<file path="src/rtl/sr_cmd_driver_if.sv">
// Command handshake between a command source and sr_cmd_driver.
`timescale 1ns/1ps
interface sr_cmd_driver_if #(
  parameter int unsigned HOLD_W = 4
) ();
  logic              cmd_valid;
  logic              cmd_ready;
  logic [1:0]        cmd_op;
  logic [HOLD_W-1:0] cmd_hold;

  modport master (output cmd_valid, output cmd_op, output cmd_hold, input  cmd_ready);
  modport slave  (input  cmd_valid, input  cmd_op, input  cmd_hold, output cmd_ready);
endinterface

</file>
<file path="src/rtl/sr_cmd_driver.sv">
// Drives S/R pulses into an sr_flip_flop from a command stream, tracks the expected Q
// and checks the Q/Qbar feedback once each command has finished.
`timescale 1ns/1ps
module sr_cmd_driver #(
  parameter int unsigned HOLD_W = 4,
  parameter int unsigned CNT_W  = 8
) (
  input  logic             clk,
  input  logic             rst_n,
  sr_cmd_driver_if.slave   cmd,
  output logic             S,
  output logic             R,
  input  logic             q_fb,
  input  logic             qbar_fb,
  output logic             q_exp,
  output logic             q_known,
  output logic             busy,
  output logic             err,
  output logic [1:0]       err_code,
  input  logic             err_clr,
  output logic [CNT_W-1:0] cmd_count
);

  localparam int unsigned OP_W = 2;
  localparam logic [OP_W-1:0] OP_CLEAR  = 2'b01;
  localparam logic [OP_W-1:0] OP_SET    = 2'b10;
  localparam logic [OP_W-1:0] OP_TOGGLE = 2'b11;

  typedef enum logic [1:0] {ST_IDLE, ST_DRIVE, ST_CHECK} state_t;

  state_t             state, state_d;
  logic [HOLD_W-1:0]  cnt, cnt_d;
  logic               drv_s, drv_s_d, drv_r, drv_r_d;
  logic               s_d, r_d, q_exp_d, q_known_d, ready, ready_d, busy_d, err_d;
  logic [1:0]         err_code_d, new_bits;
  logic [CNT_W-1:0]   cmd_count_d;
  logic               op_set, op_clr;

  assign cmd.cmd_ready = ready;

  // Toggle resolves against the expected Q held before the accept edge.
  assign op_set = (cmd.cmd_op == OP_SET)   || ((cmd.cmd_op == OP_TOGGLE) && !q_exp);
  assign op_clr = (cmd.cmd_op == OP_CLEAR) || ((cmd.cmd_op == OP_TOGGLE) &&  q_exp);

  always_ff @(posedge clk or negedge rst_n) begin
    if (!rst_n) begin
      state     <= ST_IDLE;
      cnt       <= '0;
      drv_s     <= 1'b0;
      drv_r     <= 1'b0;
      S         <= 1'b0;
      R         <= 1'b0;
      q_exp     <= 1'b0;
      q_known   <= 1'b0;
      ready     <= 1'b1;
      busy      <= 1'b0;
      err       <= 1'b0;
      err_code  <= '0;
      cmd_count <= '0;
    end else begin
      state     <= state_d;
      cnt       <= cnt_d;
      drv_s     <= drv_s_d;
      drv_r     <= drv_r_d;
      S         <= s_d;
      R         <= r_d;
      q_exp     <= q_exp_d;
      q_known   <= q_known_d;
      ready     <= ready_d;
      busy      <= busy_d;
      err       <= err_d;
      err_code  <= err_code_d;
      cmd_count <= cmd_count_d;
    end
  end

  always_comb begin
    state_d     = state;
    cnt_d       = cnt;
    drv_s_d     = drv_s;
    drv_r_d     = drv_r;
    s_d         = S;
    r_d         = R;
    q_exp_d     = q_exp;
    q_known_d   = q_known;
    ready_d     = ready;
    cmd_count_d = cmd_count;
    new_bits    = 2'b00;

    case (state)
      ST_IDLE: begin
        s_d = 1'b0;
        r_d = 1'b0;
        if (cmd.cmd_valid && ready) begin
          // Counter holds remaining pulse cycles minus one; a zero hold means one cycle.
          cnt_d   = (cmd.cmd_hold == '0) ? '0 : cmd.cmd_hold - HOLD_W'(1);
          drv_s_d = op_set;
          drv_r_d = op_clr;
          s_d     = op_set;
          r_d     = op_clr;
          if (op_set) q_exp_d = 1'b1;
          if (op_clr) q_exp_d = 1'b0;
          ready_d = 1'b0;
          state_d = ST_DRIVE;
        end
      end
      ST_DRIVE: begin
        if (cnt == '0) begin
          s_d     = 1'b0;
          r_d     = 1'b0;
          state_d = ST_CHECK;
        end else begin
          cnt_d = cnt - HOLD_W'(1);
        end
      end
      ST_CHECK: begin
        s_d         = 1'b0;
        r_d         = 1'b0;
        new_bits[1] = (q_fb == qbar_fb);
        new_bits[0] = (q_known || drv_s || drv_r) && (q_fb != q_exp);
        if (drv_s || drv_r) q_known_d = 1'b1;
        cmd_count_d = cmd_count + CNT_W'(1);
        ready_d     = 1'b1;
        state_d     = ST_IDLE;
      end
      default: begin
        s_d     = 1'b0;
        r_d     = 1'b0;
        ready_d = 1'b1;
        state_d = ST_IDLE;
      end
    endcase

    // A fault seen on the clearing edge survives the clear.
    err_code_d = err_clr ? new_bits : (err_code | new_bits);
    err_d      = |err_code_d;
    busy_d     = !ready_d;
  end

endmodule

</file>
<file path="src/flat_wrapper.sv">
// flat-port wrapper written by rule: the top's interface ports become plain ports
module sr_cmd_driver_flat 
#(
  parameter int unsigned HOLD_W = 4,
  parameter int unsigned CNT_W  = 8
)
  (clk, rst_n, S, R, q_fb, qbar_fb, q_exp, q_known, busy, err, err_code, err_clr, cmd_count, cmd_cmd_valid, cmd_cmd_op, cmd_cmd_hold, cmd_cmd_ready);
  sr_cmd_driver_if #(.HOLD_W(HOLD_W)) cmd_i ();
  input  logic clk;
  input  logic rst_n;
  output logic S;
  output logic R;
  input  logic q_fb;
  input  logic qbar_fb;
  output logic q_exp;
  output logic q_known;
  output logic busy;
  output logic err;
  output logic [1:0] err_code;
  input  logic err_clr;
  output logic [CNT_W-1:0] cmd_count;
  input wire logic [$bits(cmd_i.cmd_valid)-1:0] cmd_cmd_valid;
  input wire logic [$bits(cmd_i.cmd_op)-1:0] cmd_cmd_op;
  input wire logic [$bits(cmd_i.cmd_hold)-1:0] cmd_cmd_hold;
  output wire logic [$bits(cmd_i.cmd_ready)-1:0] cmd_cmd_ready;
  assign cmd_i.cmd_valid = cmd_cmd_valid;
  assign cmd_i.cmd_op = cmd_cmd_op;
  assign cmd_i.cmd_hold = cmd_cmd_hold;
  assign cmd_cmd_ready = cmd_i.cmd_ready;
  sr_cmd_driver #(.HOLD_W(HOLD_W), .CNT_W(CNT_W)) u_core (.clk(clk), .rst_n(rst_n), .cmd(cmd_i), .S(S), .R(R), .q_fb(q_fb), .qbar_fb(qbar_fb), .q_exp(q_exp), .q_known(q_known), .busy(busy), .err(err), .err_code(err_code), .err_clr(err_clr), .cmd_count(cmd_count));
endmodule
</file>
<file path="config.mk">
export PLATFORM = sky130hd
export DESIGN_NAME = sr_cmd_driver_flat
export DESIGN_NICKNAME = d
export VERILOG_FILES = /design/src/rtl/sr_cmd_driver_if.sv /design/src/rtl/sr_cmd_driver.sv /design/src/flat_wrapper.sv
export SDC_FILE = /design/constraint.sdc
export NUM_CORES = 1
export LEC_CHECK = 0
export BUFFER_PORTS_ARGS = -buffer_cell sky130_fd_sc_hd__buf_2
export CAP_MARGIN = 5
export CORE_MARGIN = 2
export CORE_UTILIZATION = 50
export CTS_CLUSTER_DIAMETER = 40
export CTS_CLUSTER_SIZE = 28
export DETAILED_ROUTE_END_ITERATION = 8
export MAX_ROUTING_LAYER = met4
export PLACE_DENSITY = 0.8
export REMOVE_ABC_BUFFERS = 1
export SLEW_MARGIN = 10
export SYNTH_ARGS = -nofsm -noshare
export SYNTH_HDL_FRONTEND = slang
export SYNTH_SLANG_ARGS = --single-unit
</file>
<file path="constraint.sdc">
create_clock -name clk -period 1.82 [get_ports clk]
set_input_delay 0.182 -clock clk [delete_from_list [all_inputs] [get_ports clk]]
set_output_delay 0.182 -clock clk [all_outputs]
set_load 0.02 [all_outputs]
</file>
==> flow_metrics.tcl, run 1 <==
set metrics [dict create \
    vdd_drop_max_v 0.0005404 \
    synth-edff-count 0 \
    cts_buffers 3 \
    tns_ns 0 \
    instances_no_fill 170 \
    hold_violations 0 \
    critPathRequiredTime_ns 2.04 \
    power_uw 1524 \
    synth_common_cells "dfrtp_1, nand2_1, xnor2_1" \
    yosys_warnings 0 \
    vias_per_cell 5.488 \
    cts.sinks 25 \
    cp-start-kind "flop" \
    synth_largest_area_cell "dfrtp_1" \
    fillers 182 \
    clockPowerShare 0.162 \
    arrival_ns 1.76 \
    endpoint_kind "flop" \
    drt_wl_total_um 2237 \
    fin_crit_ns 1.545 \
    cts_resized 0 \
    io_pins 29 \
    p_leak_uw 0.0006845 \
    cp_top_family "simple AND/OR/NAND/NOR gates" \
    comb_power_share 0.319 \
    slowest_delay_ns 0.40 \
    path_max_fanout 4 \
    drv.max_cap_violation_count 0 \
    clk_latency_ns 0.32 \
    grt_pass1_wl_um 3795 \
    rsz0062_at_grt "no" \
    final_area_um2 1366 \
    dp_hpwl_um 1702 \
    synth_area_leaders "dfrtp_1, xnor2_1, nand2_1" \
    clock-root-buffer "clkbuf_4" \
    whs_ns 0.06650 \
    dieWidth_um 52.06 \
    critPathKind "reg2reg" \
    synthArstFlopShare 1.000 \
    pwr-share-seq 0.519 \
    yosysSeqAreaShare 0.5428 \
    synthFlopType "dfrtp_1" \
    post_cts_buffers 0 \
    row_count 17 \
    ys_ff_latch 25 \
    initial_utilization 0.5271 \
    port_buffers 28 \
    cts_hold_buf 1 \
    cts_tree "built" \
    core_area_um2 2191 \
    synth_cell_type_count 36 \
    grt_max_degree 26 \
    fin_worst_skew_ns 0.004376 \
    multi_input_area_um2 505.5 \
    yosysMostFrequentCell "dfrtp_1" \
    postRouteAntennaNets 0 \
    area_delta_synth_final_pct 18.31 \
    dp_cells 165 \
    clock_path_buffers 2 \
    first_pass_iters 4 \
    maxSlewViolCount 0 \
    cp_cell_sequence "inv_1, ha_1, or3b_1, nand2_2, a222oi_1, o21bai_1" \
    setup_viol 0 \
    drive_gt1_frac 0.2606 \
    synth_area_um2 1155 \
    nets 157 \
    crit_buf_inv 1 \
    seqCellArea_um2 626.9 \
    p_switching_uw 559.4 \
    drtIter0Drc 16 \
    gr-total-overflow 0 \
    clkSlewWorstSetupHoldPaths_ns 0.13 \
    drc 0 \
    synthCells 109 \
    worst_pin_slew_ns 0.5381 \
    fmax_mhz 647.3 \
    worst_path_max_delay_cell "dfrtp_1" \
    fin_crit_sh 0.8488 \
    min-delay-path-class "in2reg" \
    diodes 0 \
    wl_per_cell_um 13.16 \
    powerDensity_nw_per_um2 1115 \
    antenna_found_initial 0 \
    fp.dieArea_um2 2710 \
    grt_pass1_vias 909 \
    die_h_um 52.06 \
    vias 933 \
    slew_headroom 0.6412 \
    gp_congestion 0.9244 \
    p_int_uw 964.2 \
    yosys.area.top_type_share 0.5200 \
    track_usage 0.1979 \
    status "complete, no violations" \
    p_sw_frac 0.3672 \
    htree_levels 1 \
    place_area_um2 1330 \
    syn_area_per_cell_um2 10.60 \
]
==> final timing paths <==
| check | depth (start not counted) | startpoint | endpoint | slack [ns] |
|---|---|---|---|---|
| worst max-delay path | 6 | u_core.cnt[0] | u_core.cnt[1] | 0.28 |
| worst min-delay path | 2 | cmd_cmd_op[0] | u_core.q_exp | 0.07 |
| worst max register to register | 6 | u_core.cnt[0] | u_core.cnt[1] | 0.28 |
| worst min register to register | 1 | u_core.cmd_count[7] | u_core.cmd_count[7] | 0.48 |
| max in group asynchronous | 2 | rst_n | u_core.cmd.cmd_ready | 1.09 |
| min in group asynchronous | 2 | rst_n | u_core.cmd_count[5] | 0.37 |
==> cells by family (layout without fill, tap and decap cells) <==
logic type      Yosys count  after routing  share of synthesized area
xor+xnor                  9              9                    0.06826
simple gates             45             45                     0.2178
compound gates           22             22                     0.1300
buf+inv                   6             39                    0.01950
flops                    25             25                     0.5428
fa+ha+maj                 2              2                    0.02167
==> state kept, by name, summed over array words and instances (netlist names) <==
register / flops
u_core.cmd_count: 8
u_core.cnt: 4
u_core.err_code: 2
u_core.state: 2
u_core.R: 1
u_core.S: 1
u_core.busy: 1
u_core.cmd.cmd_ready: 1
u_core.drv_r: 1
u_core.drv_s: 1
u_core.err: 1
u_core.q_exp: 1
u_core.q_known: 1
==> per-stage QoR <==
| step | utilization | setup slack, ns |
|---|---|---|
| floorplan | - | 0.4111 |
| global placement | 0.6071 | 0.3698 |
| detailed placement | 0.6071 | 0.2908 |
| CTS | 0.6236 | 0.2660 |
| global route | 0.6236 | 0.1593 |
| finish | 0.6236 | 0.2751 |
==> cell usage in the layout, fill, tap and decap left out, types with 2 or more instances in the layout <==
cell	instances
a21oi_1	6
buf_2	28
clkbuf_4	3
dfrtp_1	24
ha_1	2
inv_1	6
nand2_1	16
nand2b_1	4
nand3_1	2
nand4_1	3
nor2_1	5
nor3_1	3
o21ai_0	5
o21bai_1	2
xnor2_1	8
==> power by group through the flow <==
stage / sequential [µW] / combinational, µW / clock (µW)
after global routing: 809 / 546 / 279
final: 791 / 486 / 247
after CTS: 787 / 492 / 251
after detailed placement: 799 / 487 / 0
after floorplan: 835 / 291 / 0
after global placement: 791 / 461 / 0
==> layer usage <==
layer	track usage	share of wire	routed length (µm)	up-vias
met5	-	0	0	-
met4	0.1140	0.019	42	0
met3	0.02874	0.045	100	5
met2	0.3397	0.53	1195	24
met1	0.2180	0.40	898	449
li1	-	-	-	455
==> cell type report <==
class	count	area share
sequential	25	0.4588
multi-input combinational	78	0.3700
timing repair buffer	29	0.1099
inverter	6	0.01648
tap	28	0.02564
clock buffer	4	0.01923
No activity file was read; power rests on OpenSTA's default activity.
==> run 2: changes to the inputs <==
--- a/config.mk
+++ b/config.mk
@@ -5,15 +5,16 @@
 export SDC_FILE = /design/constraint.sdc
 export NUM_CORES = 1
 export LEC_CHECK = 0
+export ABC_AREA = 1
 export BUFFER_PORTS_ARGS = -buffer_cell sky130_fd_sc_hd__buf_2
 export CAP_MARGIN = 5
 export CORE_MARGIN = 2
-export CORE_UTILIZATION = 50
+export CORE_UTILIZATION = 47
 export CTS_CLUSTER_DIAMETER = 40
 export CTS_CLUSTER_SIZE = 28
 export DETAILED_ROUTE_END_ITERATION = 8
 export MAX_ROUTING_LAYER = met4
-export PLACE_DENSITY = 0.8
+export PLACE_DENSITY = 0.78
 export REMOVE_ABC_BUFFERS = 1
 export SLEW_MARGIN = 10
 export SYNTH_ARGS = -nofsm -noshare
==> constraint.sdc (replaced) <==
create_clock -name clk -period 1.34 [get_ports clk]
set_input_delay 0.134 -clock clk [delete_from_list [all_inputs] [get_ports clk]]
set_output_delay 0.134 -clock clk [all_outputs]
set_load 0.02 [all_outputs]
==> flow_metrics.tcl, run 2 <==
set metrics [dict create \
    status "complete, no violations" \
    syn_area_per_cell_um2 8.271 \
    initial_utilization 0.4975 \
    fin_crit_sh 0.9538 \
    first_pass_iters 4 \
    die_h_um 55.21 \
    wl_per_cell_um 12.23 \
    htree_levels 1 \
    gp_congestion 0.9395 \
    yosysSeqAreaShare 0.5086 \
    grt_max_degree 26 \
    clock_path_buffers 2 \
    synth_area_um2 1232 \
    area_delta_synth_final_pct 22.23 \
    cts_buffers 3 \
    yosysMostFrequentCell "nand2_1" \
    dieWidth_um 55.21 \
    cts.sinks 25 \
    clkSlewWorstSetupHoldPaths_ns 0.14 \
    endpoint_kind "flop" \
    cts_tree "built" \
    comb_power_share 0.401 \
    p_sw_frac 0.4103 \
    yosys.area.top_type_share 0.4873 \
    hold_violations 0 \
    postRouteAntennaNets 0 \
    maxSlewViolCount 0 \
    clock-root-buffer "clkbuf_4" \
    nets 200 \
    worst_path_max_delay_cell "dfrtp_1" \
    cp_cell_sequence "inv_1, ha_4, nand3_1, nand2_2, nand2_4, nand3_1, o21ai_0" \
    hold_end "u_core.err_code[1]" \
    multi_input_area_um2 546.8 \
    critPathRequiredTime_ns 1.56 \
    synth_area_leaders "dfrtp_1, nand2_1, inv_1" \
    clockPowerShare 0.140 \
    row_count 18 \
    track_usage 0.1818 \
    worst_pin_slew_ns 0.5444 \
    layout_common_cells "nand2_1, buf_2, inv_1, dfrtp_1, nand3_1" \
    whs_path_depth 4 \
    synthFlopType "dfrtp_1" \
    r2r-start "u_core.cnt[1]" \
    synthCells 149 \
    dp_cells 208 \
    io_pins 29 \
    powerDensity_nw_per_um2 1601 \
    p_int_uw 1422 \
    fmax_mhz 782.4 \
    yosys_warnings 0 \
    grt_pass1_wl_um 4326 \
    slew_headroom 0.6371 \
    fin_worst_skew_ns 0.01249 \
    synth-edff-count 0 \
    rrSetupSlack_ns 0.06 \
    drc 0 \
    rr_worst_depth 7 \
    hp-start "err_clr" \
    setup_viol 0 \
    cp_common_cell "nand3_1" \
    place_area_um2 1418 \
    fin_ws_ns 0.06196 \
    critPathKind "reg2reg" \
    whs_ns 0.04760 \
    synthArstFlopShare 1.000 \
    ys_ff_latch 25 \
    timing.rr.end "u_core.cnt[1]" \
    dp_hpwl_um 1919 \
    p_leak_uw 0.0008729 \
    final_area_um2 1506 \
    p_switching_uw 989.7 \
    power_uw 2412 \
    grt_pass1_vias 1028 \
    min-delay-path-class "in2reg" \
    dp_slack_ns 0.009291 \
    vias 1104 \
    fillers 218 \
    vias_per_cell 5.135 \
    instances_no_fill 215 \
    slowest_delay_ns 0.41 \
    largest_register_ffs 8 \
    regMostFlops "u_core.cmd_count" \
    port_buffers 28 \
    drt_wl_total_um 2629 \
    diodes 0 \
    drtIter0Drc 36 \
    final_common_cell "nand2_1" \
    clk_latency_ns 0.32 \
    synth_common_cells "nand2_1, dfrtp_1, inv_1" \
    path_max_fanout 6 \
    seqCellArea_um2 629.4 \
    drv.max_cap_violation_count 0 \
    synth_largest_area_cell "dfrtp_1" \
    fin_crit_ns 1.278 \
    gr-total-overflow 0 \
    antenna_found_initial 0 \
    cp-start-kind "flop" \
    vdd_drop_max_v 0.001012 \
    pwr-share-seq 0.459 \
    largestRegisters "u_core.cmd_count x8, u_core.cnt x4" \
    core_area_um2 2477 \
    drive_gt1_frac 0.2757 \
    arrival_ns 1.50 \
    fp.dieArea_um2 3048 \
    synth_cell_type_count 22 \
]
[run 2: worst max-delay path: cells and delay by family, from the launching register on]
kind | cells | cell delay [ns]
buf+inv | 1 | 0.11
flops | 1 | 0.41
simple gates | 4 | 0.43
compound gates | 1 | 0.07
fa+ha+maj | 1 | 0.15
[run 2: kinds of logic after synthesis]
| kind of cell | Yosys count | synth area share |
|---|---|---|
| AOI/OAI and AO/OA | 11 | 0.04772 |
| adders and majority gates | 2 | 0.02030 |
| and+or+nand+nor | 81 | 0.3076 |
| xor gates and xnor gates | 6 | 0.04264 |
| DFF | 25 | 0.5086 |
| buffers and inverters | 24 | 0.07309 |
[run 2: what timing repair did]
action                     4_1_cts  5_1_grt
gates resized for setup          0        9
setup buffers                    0        2
hold buffers                     1        0
hold endpoints to repair        24        0
setup endpoints to repair        0       11
[run 2: per-stage QoR]
step / util / TNS [ns]
final: 0.6081 / 0
after global routing: 0.6081 / -0.008468
after CTS: 0.5884 / 0
after detailed placement: 0.5722 / 0
after global placement: 0.5722 / 0
after floorplan: - / 0
[run 2: final cells by class]
type	count	share of cell area
inverter	24	0.05980
clock buffer	3	0.01495
clock inverter	1	0.004983
sequential	25	0.4178
multi-input combinational	100	0.3630
tap	30	0.02492
timing repair buffer	32	0.1146
[run 2: metal layers]
layer / GRT usage / share of wire / vias up
li1: - / - / 535
met1: 0.2212 / 0.42 / 511
met2: 0.2925 / 0.49 / 49
met3: 0.05152 / 0.068 / 9
met4: 0.05923 / 0.027 / 0
met5: - / 0 / -
[run 2: worst max-delay path by stage]
stage / depth (start not counted) / from / endpoint / slack (ns)
floorplan: 5 / u_core.cmd_count[0] / u_core.cmd_count[6] / 0.07
global placement: 5 / u_core.state[0] / u_core.cmd_count[6] / 0.09
detailed placement: 5 / u_core.state[0] / u_core.cmd_count[6] / 0.009
CTS: 5 / u_core.state[0] / u_core.cmd_count[6] / 0.003
global route: 7 / u_core.cnt[1] / u_core.cnt[3] / -0.005
finish: 7 / u_core.cnt[1] / u_core.cnt[1] / 0.06
[run 2: power by group through the flow]
| stage | clock network, µW | logic, µW | registers (µW) |
|---|---|---|---|
| after floorplan | 0 | 491 | 1180 |
| after global routing | 387 | 1090 | 1130 |
| final | 338 | 967 | 1110 |
| after global placement | 0 | 822 | 1100 |
| after CTS | 354 | 872 | 1090 |
| after detailed placement | 0 | 868 | 1100 |
==> run 3: changes to the inputs <==
==> constraint.sdc (replaced) <==
create_clock -name clk -period 1.34 [get_ports clk]
set_input_delay 0.134 -clock clk [delete_from_list [all_inputs] [get_ports clk]]
set_output_delay 0.134 -clock clk [all_outputs]
set_load 0.05 [all_outputs]
==> flow_metrics.tcl, run 3 (synthesized netlist as in run 2, its figures left out) <==
set metrics [dict create \
    status "complete, no violations" \
    hold_violations 0 \
    track_usage 0.1818 \
    cts.sinks 25 \
    grt_max_degree 26 \
    nets 200 \
    cp_cell_sequence "clkbuf_4" \
    grt_pass1_wl_um 4326 \
    antenna_found_initial 0 \
    clk_latency_ns 0.32 \
    setup_viol 0 \
    grt_pass1_vias 1028 \
    worst_path_max_delay_cell "dfstp_2" \
    final_common_cell "nand2_1" \
    drive_gt1_frac 0.2757 \
    cp-start-kind "flop" \
    maxSlewViolCount 0 \
    layout_common_cells "nand2_1, buf_2, inv_1, dfrtp_1, nand3_1" \
    p_leak_uw 0.0008717 \
    worst_pin_slew_ns 0.5364 \
    fin_worst_skew_ns 0.01464 \
    wl_per_cell_um 11.97 \
    crit_buf_inv 1 \
    cts_buffers 3 \
    fin_crit_sh 0.9521 \
    diodes 0 \
    cp_top_family "flip-flops" \
    clkSlewWorstSetupHoldPaths_ns 0.14 \
    drc 0 \
    vias_per_cell 5.047 \
    core_area_um2 2477 \
    fin_crit_ns 1.276 \
    arrival_ns 1.14 \
    powerDensity_nw_per_um2 1730 \
    vdd_drop_max_v 0.001118 \
    io_pins 29 \
    critPathRequiredTime_ns 1.21 \
    fmax_mhz 783.8 \
    initial_utilization 0.4975 \
    clock_path_buffers 2 \
    place_area_um2 1418 \
    row_count 18 \
    regMostFlops "u_core.cmd_count" \
    final_area_um2 1501 \
    path_max_fanout 3 \
    area_delta_synth_final_pct 21.83 \
    whs_ns 0.04662 \
    postRouteAntennaNets 0 \
    slowest_delay_ns 0.59 \
    cts_tree "built" \
    gr-total-overflow 0 \
    largest_register_ffs 8 \
    slew_headroom 0.6424 \
    largestRegisters "u_core.cmd_count x8, u_core.cnt x4" \
    drt_wl_total_um 2573 \
    port_buffers 28 \
    fillers 216 \
    critPathKind "reg2out" \
    first_pass_iters 4 \
    drtIter0Drc 41 \
    htree_levels 1 \
    dieWidth_um 55.21 \
    dp_hpwl_um 1919 \
    drv.max_cap_violation_count 0 \
    min-delay-path-class "in2reg" \
    gp_congestion 0.9395 \
    clock-root-buffer "clkbuf_4" \
    endpoint_kind "primary output" \
    vias 1085 \
    die_h_um 55.21 \
    fp.dieArea_um2 3048 \
]
-- run 3: layout make-up --
type | instances | area (µm²) | share of cell area
Sequential cell | 25 | 629.4 | 0.4192
Multi-Input combinational cell | 100 | 539.3 | 0.3592
Timing Repair Buffer | 32 | 175.2 | 0.1167
Inverter | 24 | 90.09 | 0.06000
Tap cell | 30 | 37.54 | 0.02500
Clock buffer | 3 | 22.52 | 0.01500
Clock inverter | 1 | 7.507 | 0.005000
-- run 3: routing by layer --
layer  global-route usage  share of wire
met1               0.2212           0.43
met2               0.2925           0.48
met3              0.05152          0.056
met4              0.05923          0.027
met5                    -              0
-- run 3: through the flow --
| stage | setup slack (ns) | util | power, µW | std cells | TNS, ns |
|---|---|---|---|---|---|
| 2_1_floorplan | -0.1474 | - | 1872 | 149 | -0.2683 |
| 3_3_place_gp | 0.08741 | 0.5722 | 2117 | 208 | 0 |
| 3_5_place_dp | 0.009291 | 0.5722 | 2170 | 208 | 0 |
| 4_1_cts | 0.002904 | 0.5884 | 2515 | 213 | 0 |
| 5_1_grt | -0.002934 | 0.6061 | 2790 | 215 | -0.003746 |
| 6_report | 0.06423 | 0.6061 | 2598 | 215 | 0 |
-- run 3: path summary, 6_finish.rpt --
kind | startpoint | end | slack [ns] | depth (start not counted)
worst min-delay path | err_clr | u_core.err_code[1] | 0.05 | 4
max in group asynchronous | rst_n | u_core.state[1] | 0.63 | 2
worst min register to register | u_core.q_known | u_core.q_known | 0.49 | 2
worst max-delay path | u_core.cmd.cmd_ready | cmd_cmd_ready | 0.06 | 1
worst max register to register | u_core.cnt[1] | u_core.cnt[1] | 0.07 | 7
min in group asynchronous | rst_n | u_core.cmd_count[4] | 0.31 | 2
-- run 3: timing repair --
action,CTS,global route
setup endpoints to repair,0,12
gates resized for setup,0,9
hold endpoints to repair,24,0
buffers inserted,0,2
hold buffers,1,0
-- run 3: power by group --
part | internal (µW) | switching [µW] | leakage, µW
logic | 368 | 791 | 0.000536
clock network | 114 | 223 | 0.0000139
registers | 941 | 161 | 0.000322
-- run 3: worst min-delay path, cell delays in order --
cell and delay [ns]:
buf_2 0.07, inv_1 0.04, nand2_1 0.05, nand2_1 0.05
